**src/rtl/fb_memory_arbiter.sv**
```systemverilog
// Shares one Avalon-MM memory port between a real-time video read DMA and a CPU data master.
// Defining FB_ARB_STATS_EN adds grant and full-stall statistics counters.
module fb_memory_arbiter #(
    parameter int PENDING_LG2    = 2,
    parameter int CPU_STARVE_MAX = 8
) (
    input  logic        memory_clock,
    input  logic        reset_n,
    input  logic [29:0] vid_address,
    input  logic        vid_read,
    output logic        vid_waitrequest,
    output logic [31:0] vid_readdata,
    output logic        vid_readdatavalid,
    input  logic [29:0] cpu_address,
    input  logic        cpu_read,
    input  logic        cpu_write,
    input  logic [31:0] cpu_writedata,
    input  logic [3:0]  cpu_byteenable,
    output logic        cpu_waitrequest,
    output logic [31:0] cpu_readdata,
    output logic        cpu_readdatavalid,
    output logic [29:0] mem_address,
    output logic        mem_read,
    output logic        mem_write,
    output logic [31:0] mem_writedata,
    output logic [3:0]  mem_byteenable,
    input  logic        mem_waitrequest,
    input  logic [31:0] mem_readdata,
    input  logic        mem_readdatavalid,
    output logic        err_orphan
`ifdef FB_ARB_STATS_EN
    ,
    output logic [31:0] stat_vid_grants,
    output logic [31:0] stat_cpu_grants,
    output logic [31:0] stat_full_stalls
`endif
);

    localparam int DEPTH = 1 << PENDING_LG2;
    localparam int SW    = $clog2(CPU_STARVE_MAX + 1);

    typedef enum logic [1:0] {
        OWN_NONE = 2'd0,
        OWN_VID  = 2'd1,
        OWN_CPU  = 2'd2
    } owner_e;

    owner_e                 owner_q, owner_d, sel_s;
    logic                   lock_q, lock_d;
    logic [SW-1:0]          starve_q, starve_d;
    logic [DEPTH-1:0]       tag_q, tag_d;
    logic [PENDING_LG2-1:0] wptr_q, wptr_d, rptr_q, rptr_d;
    logic [PENDING_LG2:0]   count_q, count_d;
    logic                   err_orphan_q, err_orphan_d;

    logic full_s, empty_s, cpu_req_s, vid_ok_s, cpu_ok_s, starve_sat_s;
    logic present_rd_s, present_wr_s, accept_s, vid_acc_s, cpu_acc_s;
    logic push_s, pop_s, head_s;

    assign full_s       = (count_q == (PENDING_LG2 + 1)'(DEPTH));
    assign empty_s      = (count_q == {(PENDING_LG2 + 1){1'b0}});
    assign cpu_req_s    = cpu_read | cpu_write;
    assign vid_ok_s     = vid_read & ~full_s;
    assign cpu_ok_s     = cpu_write | (cpu_read & ~full_s);
    assign starve_sat_s = (starve_q == SW'(CPU_STARVE_MAX));
    assign head_s       = tag_q[rptr_q];

    // Master selection: a stalled request keeps its owner, otherwise video wins unless the CPU is starved.
    always_comb begin
        sel_s = OWN_NONE;
        if (lock_q) begin
            sel_s = owner_q;
        end else if (cpu_ok_s && (!vid_ok_s || starve_sat_s)) begin
            sel_s = OWN_CPU;
        end else if (vid_ok_s) begin
            sel_s = OWN_VID;
        end else begin
            sel_s = OWN_NONE;
        end
    end

    // Command mux; reads are withheld while the tag FIFO is full, and nothing is issued in reset.
    always_comb begin
        present_rd_s   = 1'b0;
        present_wr_s   = 1'b0;
        mem_address    = vid_address;
        mem_byteenable = 4'hF;
        case (sel_s)
            OWN_VID: begin
                present_rd_s = vid_read & ~full_s;
            end
            OWN_CPU: begin
                present_rd_s   = cpu_read & ~full_s;
                present_wr_s   = cpu_write;
                mem_address    = cpu_address;
                mem_byteenable = cpu_byteenable;
            end
            default: begin
                present_rd_s = 1'b0;
                present_wr_s = 1'b0;
            end
        endcase
        mem_read        = reset_n & present_rd_s;
        mem_write       = reset_n & present_wr_s;
        accept_s        = (mem_read | mem_write) & ~mem_waitrequest;
        vid_acc_s       = accept_s & (sel_s == OWN_VID);
        cpu_acc_s       = accept_s & (sel_s == OWN_CPU);
        vid_waitrequest = ~vid_acc_s;
        cpu_waitrequest = ~cpu_acc_s;
    end

    assign mem_writedata     = cpu_writedata;
    assign vid_readdata      = mem_readdata;
    assign cpu_readdata      = mem_readdata;
    assign push_s            = mem_read & ~mem_waitrequest;
    assign pop_s             = reset_n & mem_readdatavalid & ~empty_s;
    assign vid_readdatavalid = pop_s & ~head_s;
    assign cpu_readdatavalid = pop_s & head_s;
    assign err_orphan        = err_orphan_q;

    // Next state for lock, starvation counter, tag FIFO and orphan flag.
    always_comb begin
        lock_d       = (mem_read | mem_write) & mem_waitrequest;
        owner_d      = lock_d ? sel_s : OWN_NONE;
        starve_d     = starve_q;
        tag_d        = tag_q;
        wptr_d       = wptr_q;
        rptr_d       = rptr_q;
        count_d      = count_q;
        err_orphan_d = err_orphan_q | (mem_readdatavalid & empty_s);
        if (!cpu_req_s || cpu_acc_s) begin
            starve_d = {SW{1'b0}};
        end else if (vid_acc_s && !starve_sat_s) begin
            starve_d = starve_q + SW'(1);
        end else begin
            starve_d = starve_q;
        end
        if (push_s) begin
            tag_d[wptr_q] = (sel_s == OWN_CPU);
            wptr_d        = wptr_q + PENDING_LG2'(1);
        end else begin
            wptr_d = wptr_q;
        end
        if (pop_s) begin
            rptr_d = rptr_q + PENDING_LG2'(1);
        end else begin
            rptr_d = rptr_q;
        end
        case ({push_s, pop_s})
            2'b10:   count_d = count_q + (PENDING_LG2 + 1)'(1);
            2'b01:   count_d = count_q - (PENDING_LG2 + 1)'(1);
            default: count_d = count_q;
        endcase
    end

    // State registers with synchronous active-low reset.
    always_ff @(posedge memory_clock) begin
        if (!reset_n) begin
            owner_q      <= OWN_NONE;
            lock_q       <= 1'b0;
            starve_q     <= {SW{1'b0}};
            tag_q        <= {DEPTH{1'b0}};
            wptr_q       <= {PENDING_LG2{1'b0}};
            rptr_q       <= {PENDING_LG2{1'b0}};
            count_q      <= {(PENDING_LG2 + 1){1'b0}};
            err_orphan_q <= 1'b0;
        end else begin
            owner_q      <= owner_d;
            lock_q       <= lock_d;
            starve_q     <= starve_d;
            tag_q        <= tag_d;
            wptr_q       <= wptr_d;
            rptr_q       <= rptr_d;
            count_q      <= count_d;
            err_orphan_q <= err_orphan_d;
        end
    end

`ifdef FB_ARB_STATS_EN
    logic [31:0] stat_vid_q, stat_vid_d, stat_cpu_q, stat_cpu_d, stat_full_q, stat_full_d;
    logic        full_block_s;

    assign full_block_s = reset_n & full_s & (vid_read | cpu_read);

    // Statistics increments, wrapping naturally at 2**32.
    always_comb begin
        stat_vid_d  = stat_vid_q + {31'd0, vid_acc_s};
        stat_cpu_d  = stat_cpu_q + {31'd0, cpu_acc_s};
        stat_full_d = stat_full_q + {31'd0, full_block_s};
    end

    // Statistics registers.
    always_ff @(posedge memory_clock) begin
        if (!reset_n) begin
            stat_vid_q  <= 32'd0;
            stat_cpu_q  <= 32'd0;
            stat_full_q <= 32'd0;
        end else begin
            stat_vid_q  <= stat_vid_d;
            stat_cpu_q  <= stat_cpu_d;
            stat_full_q <= stat_full_d;
        end
    end

    assign stat_vid_grants  = stat_vid_q;
    assign stat_cpu_grants  = stat_cpu_q;
    assign stat_full_stalls = stat_full_q;
`endif

endmodule

```
**config.mk**
```make
export PLATFORM = sky130hd
export DESIGN_NAME = fb_memory_arbiter
export DESIGN_NICKNAME = d
export VERILOG_FILES = /design/src/rtl/fb_memory_arbiter.sv
export SDC_FILE = /design/constraint.sdc
export NUM_CORES = 1
export LEC_CHECK = 0
export ABC_AREA = 0
export BUFFER_PORTS_ARGS = -buffer_cell sky130_fd_sc_hd__buf_2
export CAP_MARGIN = 20
export CORE_AREA = 2 2 105 107
export CTS_CLUSTER_SIZE = 28
export DETAILED_ROUTE_END_ITERATION = 7
export DIE_AREA = 0 0 107 109
export GPL_ROUTABILITY_DRIVEN = 0
export PLACE_DENSITY = 0.63
export SLEW_MARGIN = 40
export SYNTH_ARGS = -nofsm -noshare
export SYNTH_HDL_FRONTEND = slang
export SYNTH_SLANG_ARGS = --single-unit
```
**constraint.sdc**
```tcl
create_clock -name memory_clock -period 4.1 [get_ports memory_clock]
set_input_delay 0.82 -clock memory_clock [delete_from_list [all_inputs] [get_ports memory_clock]]
set_output_delay 0.82 -clock memory_clock [all_outputs]
set_load 0.02 [all_outputs]
```
; ---- After elaboration in Yosys (flattened, before gate mapping)
; Cells that the tools add are included.
[word_totals]
reg_bits = 19
inputBits = 135
output_inout_bits = 137
word_cells = 72
[op_classes]
n_addsub = 5
order_cmp = 3
n_eq_ne = 6
muxes = 13
bitwise_logic = 25
n_reduce_logical = 12
[op_table]
columns = op, count
row1 = two-way mux 30 bit, 1
row2 = AND 1 bit, 14
row3 = NOT 1 bit, 7
row4 = "less-than comparator 2 x 3 -> 1 bit, second input constant", 2
row5 = case mux 3 bit (2 select lines), 1
row6 = "adder 2 x 1 -> 2 bit, second input constant", 2
row7 = "adder 4 x 1 -> 4 bit, second input constant", 1
row8 = bitwise mux 4 bit, 1
row9 = "== test 2 x 1 -> 1 bit, second input constant", 2
row10 = "== test 2 bit, second input constant", 2
row11 = "== test 4 bit, second input constant", 1
row12 = two-way mux 1 bit, 4
row13 = two-way mux 2 bit, 2
row14 = two-way mux 4 bit, 1
row15 = OR 1 bit, 4
row16 = "adder 3 x 1 -> 3 bit, second input constant", 1
row17 = "== test 3 bit, second input constant", 1
row18 = logical AND 1 bit, 3
row19 = zero test 1 bit, 3
row20 = zero test 3 bit, 1
row21 = "subtractor 3 x 1 -> 3 bit, second input constant", 1
row22 = binary-select mux 1 bit (select 2 bit), 1
row23 = demux 1 bit (select 2 bit), 1
row24 = ">= comparator 2 x 1 -> 1 bit, second input constant", 1
row25 = other kinds (5), 6

; ---- Depth between registers and ports, before layout
[depth]
depth_word = 16
mapped_depth = 17
mapped_depth_nobuf = 16

; ---- Worst setup path before layout
; OpenSTA, ideal clock, no wires.
[synth_path]
path_type = reg2reg
startpoint = reg count_q[0]
endpoint = reg count_q[2]
setup_ps = 76
arrival_time_ps = 3529
required_time_ps = 4024
slack_ps = 495
path_stages_with_launch = 18
path_cell_list = dfxtp_1 or3b_1 buf_6 a21oi_2 o2111ai_1 and2_1 ha_1 buf_2 a22o_1 and4_1 buf_2 inv_1 ha_1 inv_1 fa_1 xor2_1 or3_1 a21boi_0
[synth_between]
elab_chain_cells = 14
word_cells_on_any_way = 25
cone_classes = add/sub: 2 / eq/ne: 5 / mux: 5 / bitwise: 8 / reduce/logical: 5
[synth_rtl]
columns = element, line_no
row1 = "start, declared", 53  ; logic [PENDING_LG2:0] count_q, count_d;
row2 = "start signal, assigned", 165  ; count_q <= {(PENDING_LG2 + 1){1'b0}};
row3 = "start signal, assigned", 174  ; count_q <= count_d;
row4 = == test 3 bit, 60  ; assign full_s = (count_q == (PENDING_LG2 + 1)'(DEPTH));
row5 = NOT 1 bit, -
row6 = AND 1 bit, "63, 90"
row7 = zero test 1 bit, 73  ; end else if (cpu_ok_s && (!vid_ok_s || starve_sat_s)) begin
row8 = logical OR 1 bit, 73
row9 = logical AND 1 bit, 73
row10 = two-way mux 2 bit, 73
row11 = two-way mux 2 bit, 71  ; if (lock_q) begin
row12 = == test 2 bit or == test 2 x 1 -> 1 bit (tied branches), 88  ; case (sel_s)
row13 = case mux 1 bit (2 select lines), 88
row14 = AND 1 bit, 103  ; mem_read = reset_n & present_rd_s;
row15 = AND 1 bit, 115  ; assign push_s = mem_read & ~mem_waitrequest;
row16 = == test 2 x 1 -> 1 bit or == test 2 bit (tied branches), 149  ; case ({push_s, pop_s})
row17 = case mux 3 bit (2 select lines) or nonzero test 2 bit (tied branches), -
; Several ways; a longest one is shown, not always the timed one.
; A chain may end at the register's enable or synchronous reset.

; ---- Final worst setup path
[layout_path]
startpoint = reg count_q[2]
endpoint = reg count_q[2]
; The elaborated chain is that of the path after synthesis.

==> metrics.md <==
| Metric | Value |
|---|---|
| Outcome | `finished clean` |
| Yosys warns | `0` |
| Logic gate share of total power | `about 36%` |
| Area share of the largest cell type after synthesis | `a little under a third` |
| Place WS | `~320 ps` |
| Avg Synthesized Cell Area | `8.59 sq um` |
| Initial Util | `a little over a fifth` |
| CP Capture Type | `flop` |
| Layout cells sized above 1 | `55.0%` |
| Number of antenna violations at the first check in global routing | `1` |
| Worst-Margin Slew | `439 ps` |
| Latest clock arrival within the worst-skew pair | `~260 ps` |
| Clk slew on worst S/H paths | `approximately 70 ps` |
| Post-Synthesis Cell Area | `around 2300 sq um` |
| Area contributors post-synth | `buf_4 (31%), dfxtp_1 (17%), mux2_2 (15%)` |
| Residual DRC count | `0` |
| Top FF cell, synth | `dfxtp_1` |
| Reg area | `approximately 380 sq um` |
| HPWL after DPL | `between 6 and 7 mm` |
| Slew margin rel. | `a little over two thirds` |
| Crit path buf inv count | `2` |
| Ys async rst share | `0%` |
| Layout area overhead | `0.818%` |
| Endpoints failing hold | `0` |
| Grt ovf | `0` |
| Worst Setup Slack, final | `between 200 and 250 ps` |
| Crit path largest cell delay | `520 ps` |
| GRT Resource Usage Total | `a little under an eighth` |
| Slew Viols, Final | `0` |
| Core Rows | `38` |
| Largest net degree at the start of global routing | `36` |
| Fillers | `between 1,000 and 1,500` |
| Clock root buffer | `clkbuf_8` |
| Vias in the first global route | `1,715` |
| # port buffers | `approximately 110` |
| Clock power share | `roughly a quarter` |
| ANT nets after route | `0` |
| Die Area | `roughly 12,000 sq um` |
| H-Tree Level Count | `1` |
| Leak | `1.09 nW` |
| Crit path cell chain | `or3b_1 > a21oi_2 > o2111ai_1 > and2_1 > ha_1 > a22o_1 > and4_1 > inv_1 > ha_1 > inv_1 > fa_1 > xor2_1 > or3_1 > a21boi_0` |
| Cells after Synth | `~270` |
| RSZ-0062 raised after global routing | `no` |
| Die X | `~110 microns` |
| Non-Filler Instances | `418` |
| Total power | `slightly above 0.5 mW` |
| # IOs | `around 270` |
| Flops & latches, synth | `19` |
| Antenna diodes | `0` |
| Post-synth top area cell | `buf_4` |
| Drt pass-1 iters | `4` |
| Die H | `around 110 microns` |
| Clock Sink Count | `19` |
| Final Cycle Share | `94.0%` |
| Final nets | `424` |
| P per Cell Area | `between 200 and 250 nW/um^2` |
| Clock Skews | `around 1.7 ps` |
| Top-count cell post-synth | `buf_4` |
| Critical path data required time | `between 4000 and 5000 ps` |
| Syn nets | `between 400 and 500` |
| Post-Place Cells | `414` |
| Post-CTS Hold Fix Bufs | `0` |
| CTS tree | `done` |
| Sw Ratio | `between 30% and 40%` |
| Post-synthesis sequential area ratio | `between 10% and 20%` |
| Worst Setup Path Type | `flop to flop` |
| Core Area | `10,600 sq um` |
| Post-synth EDFFs | `0` |
| TNS Setup | `0 ps` |
| First-pass GRT wire length | `~9.7 mm` |
| Area used by multi-input combinational logic | `between 1000 and 1500 sq um` |
| # setup viols final | `0` |
| Minimum clock period | `slightly below 4000 ps` |
| Internal power | `between 0.3 and 0.4 mW` |
| Clock buffer depth | `2` |
| Slowest-stage cell, CP | `or3b_1` |
| Routed WL | `between 7 and 8 mm` |
| Highest clock rate | `approximately 0.26 GHz` |
| Worst hold path type | `flop to flop` |
| Net switching power | `0.171 mW` |
| Netlist cell types | `44` |
| Initial detailed-routing violation count | `41` |
| Post_cts resized | `0` |
| Sequential share of power | `37.5%` |
| Max-Cap Viols | `0` |
| Vias per inst | `~4.2` |
| Num CTS Buffers | `3` |
| Critical Path AT | `between 4000 and 5000 ps` |
| CP Launch Type | `flop` |
| Routed wire per std cell | `~18 microns` |
| Util after Layout | `~22%` |
| Maximum vdd drop | `roughly 0.16 mV` |
| Post-CTS setup buffers | `0` |
| DR vias | `~1,800` |
| Top cells by count, synth | `buf_4 (96), mux2_2 (30), dfxtp_1 (19), nand2_1 (19), inv_1 (15)` |
| Crit Path Max Fanout | `8` |
| Cell family with most CP delay | `simple AND/OR/NAND/NOR gates` |
-- area by class of cell --
cell class | instances | area share, %
inverters | 15 | 2.44
multi-input cells | 128 | 47.2
repair buffers | 112 | 24.4
clock buffers | 3 | 1.79
well taps | 140 | 7.58
clock inverters | 1 | 0.216
flip-flops and latches | 19 | 16.5
-- kinds of logic (layout without fill, tap and decap cells) --
| group | Yosys count | count (layout) | synth area share, % |
|---|---|---|---|
| flip-flops | 19 | 19 | 16.6 |
| adder cells (fa/ha/maj) | 10 | 10 | 5.78 |
| AO/OA/AOI/OAI | 25 | 25 | 9.11 |
| buffers and inverters | 120 | 131 | 35.8 |
| multiplexers | 38 | 38 | 18.8 |
| XOR/XNOR | 4 | 4 | 1.53 |
| AND/OR/NAND/NOR | 51 | 51 | 12.4 |
-- power by group through the flow --
stage | registers, mW | logic, mW | clock network, mW
floorplan | 0.195 | 0.242 | 0
global placement | 0.194 | 0.182 | 0
detailed placement | 0.195 | 0.185 | 0
CTS | 0.190 | 0.186 | 0.138
global route | 0.191 | 0.197 | 0.146
finish | 0.190 | 0.184 | 0.133
-- routing by layer --
metal	part of all wire [%]	vias to the layer above	track usage [%]
li1	-	818	-
met1	38	779	12.1
met2	48	135	20.0
met3	11	16	4.72
met4	3.1	2	4.82
met5	0.11	-	0
-- worst reg2reg max path, cell delays in order (launching register included) --
cell and delay, ps:
dfxtp_1 410, or3b_1 520, a21oi_2 260, o2111ai_1 170, and2_1 210, ha_1 220, a22o_1 290, and4_1 300
inv_1 100, ha_1 190, inv_1 70, fa_1 380, xor2_1 160, or3_1 300, a21boi_0 200
-- per-stage QoR --
| stage | cell area [sq um] | hold slack, ps |
|---|---|---|
| after global routing | 2310 | 492 |
| after floorplan | 2290 | 435 |
| after CTS | 2310 | 466 |
| after global placement | 2270 | 452 |
| after detailed placement | 2270 | 454 |
| final | 2310 | 461 |
-- registers in the layout (all words and copies together) (netlist names) --
name / count
starve_q: 4
tag_q: 4
count_q: 3
owner_q: 2
rptr_q: 2
wptr_q: 2
err_orphan: 1
lock_q: 1
-- worst paths after layout --
path / startpoint / end / slack [ps] / depth (start not counted)
hold / removal: tag_q[1] / tag_q[1] / 460 / 2
setup / recovery: count_q[2] / count_q[2] / 250 / 14
setup reg to reg: count_q[2] / count_q[2] / 250 / 14
hold reg to reg: tag_q[1] / tag_q[1] / 460 / 2
-- cells in the final DEF, fill, tap and decap left out, drive strengths merged, types with 2 or more instances in the layout --
| cell | instances |
|---|---|
| o21ai | 5 |
| nand2b | 4 |
| a21oi | 4 |
| ha | 9 |
| nor2b | 4 |
| inv | 15 |
| and2 | 7 |
| or2 | 2 |
| buf | 112 |
| nand3 | 2 |
| mux2 | 30 |
| dfxtp | 19 |
| o211ai | 7 |
| xnor2 | 2 |
| mux2i | 7 |
| nand2 | 19 |
| clkbuf | 3 |
| and3 | 4 |
| nand4 | 2 |
| nand3b | 2 |
| xor2 | 2 |
Power figures use the tool's default switching activity.
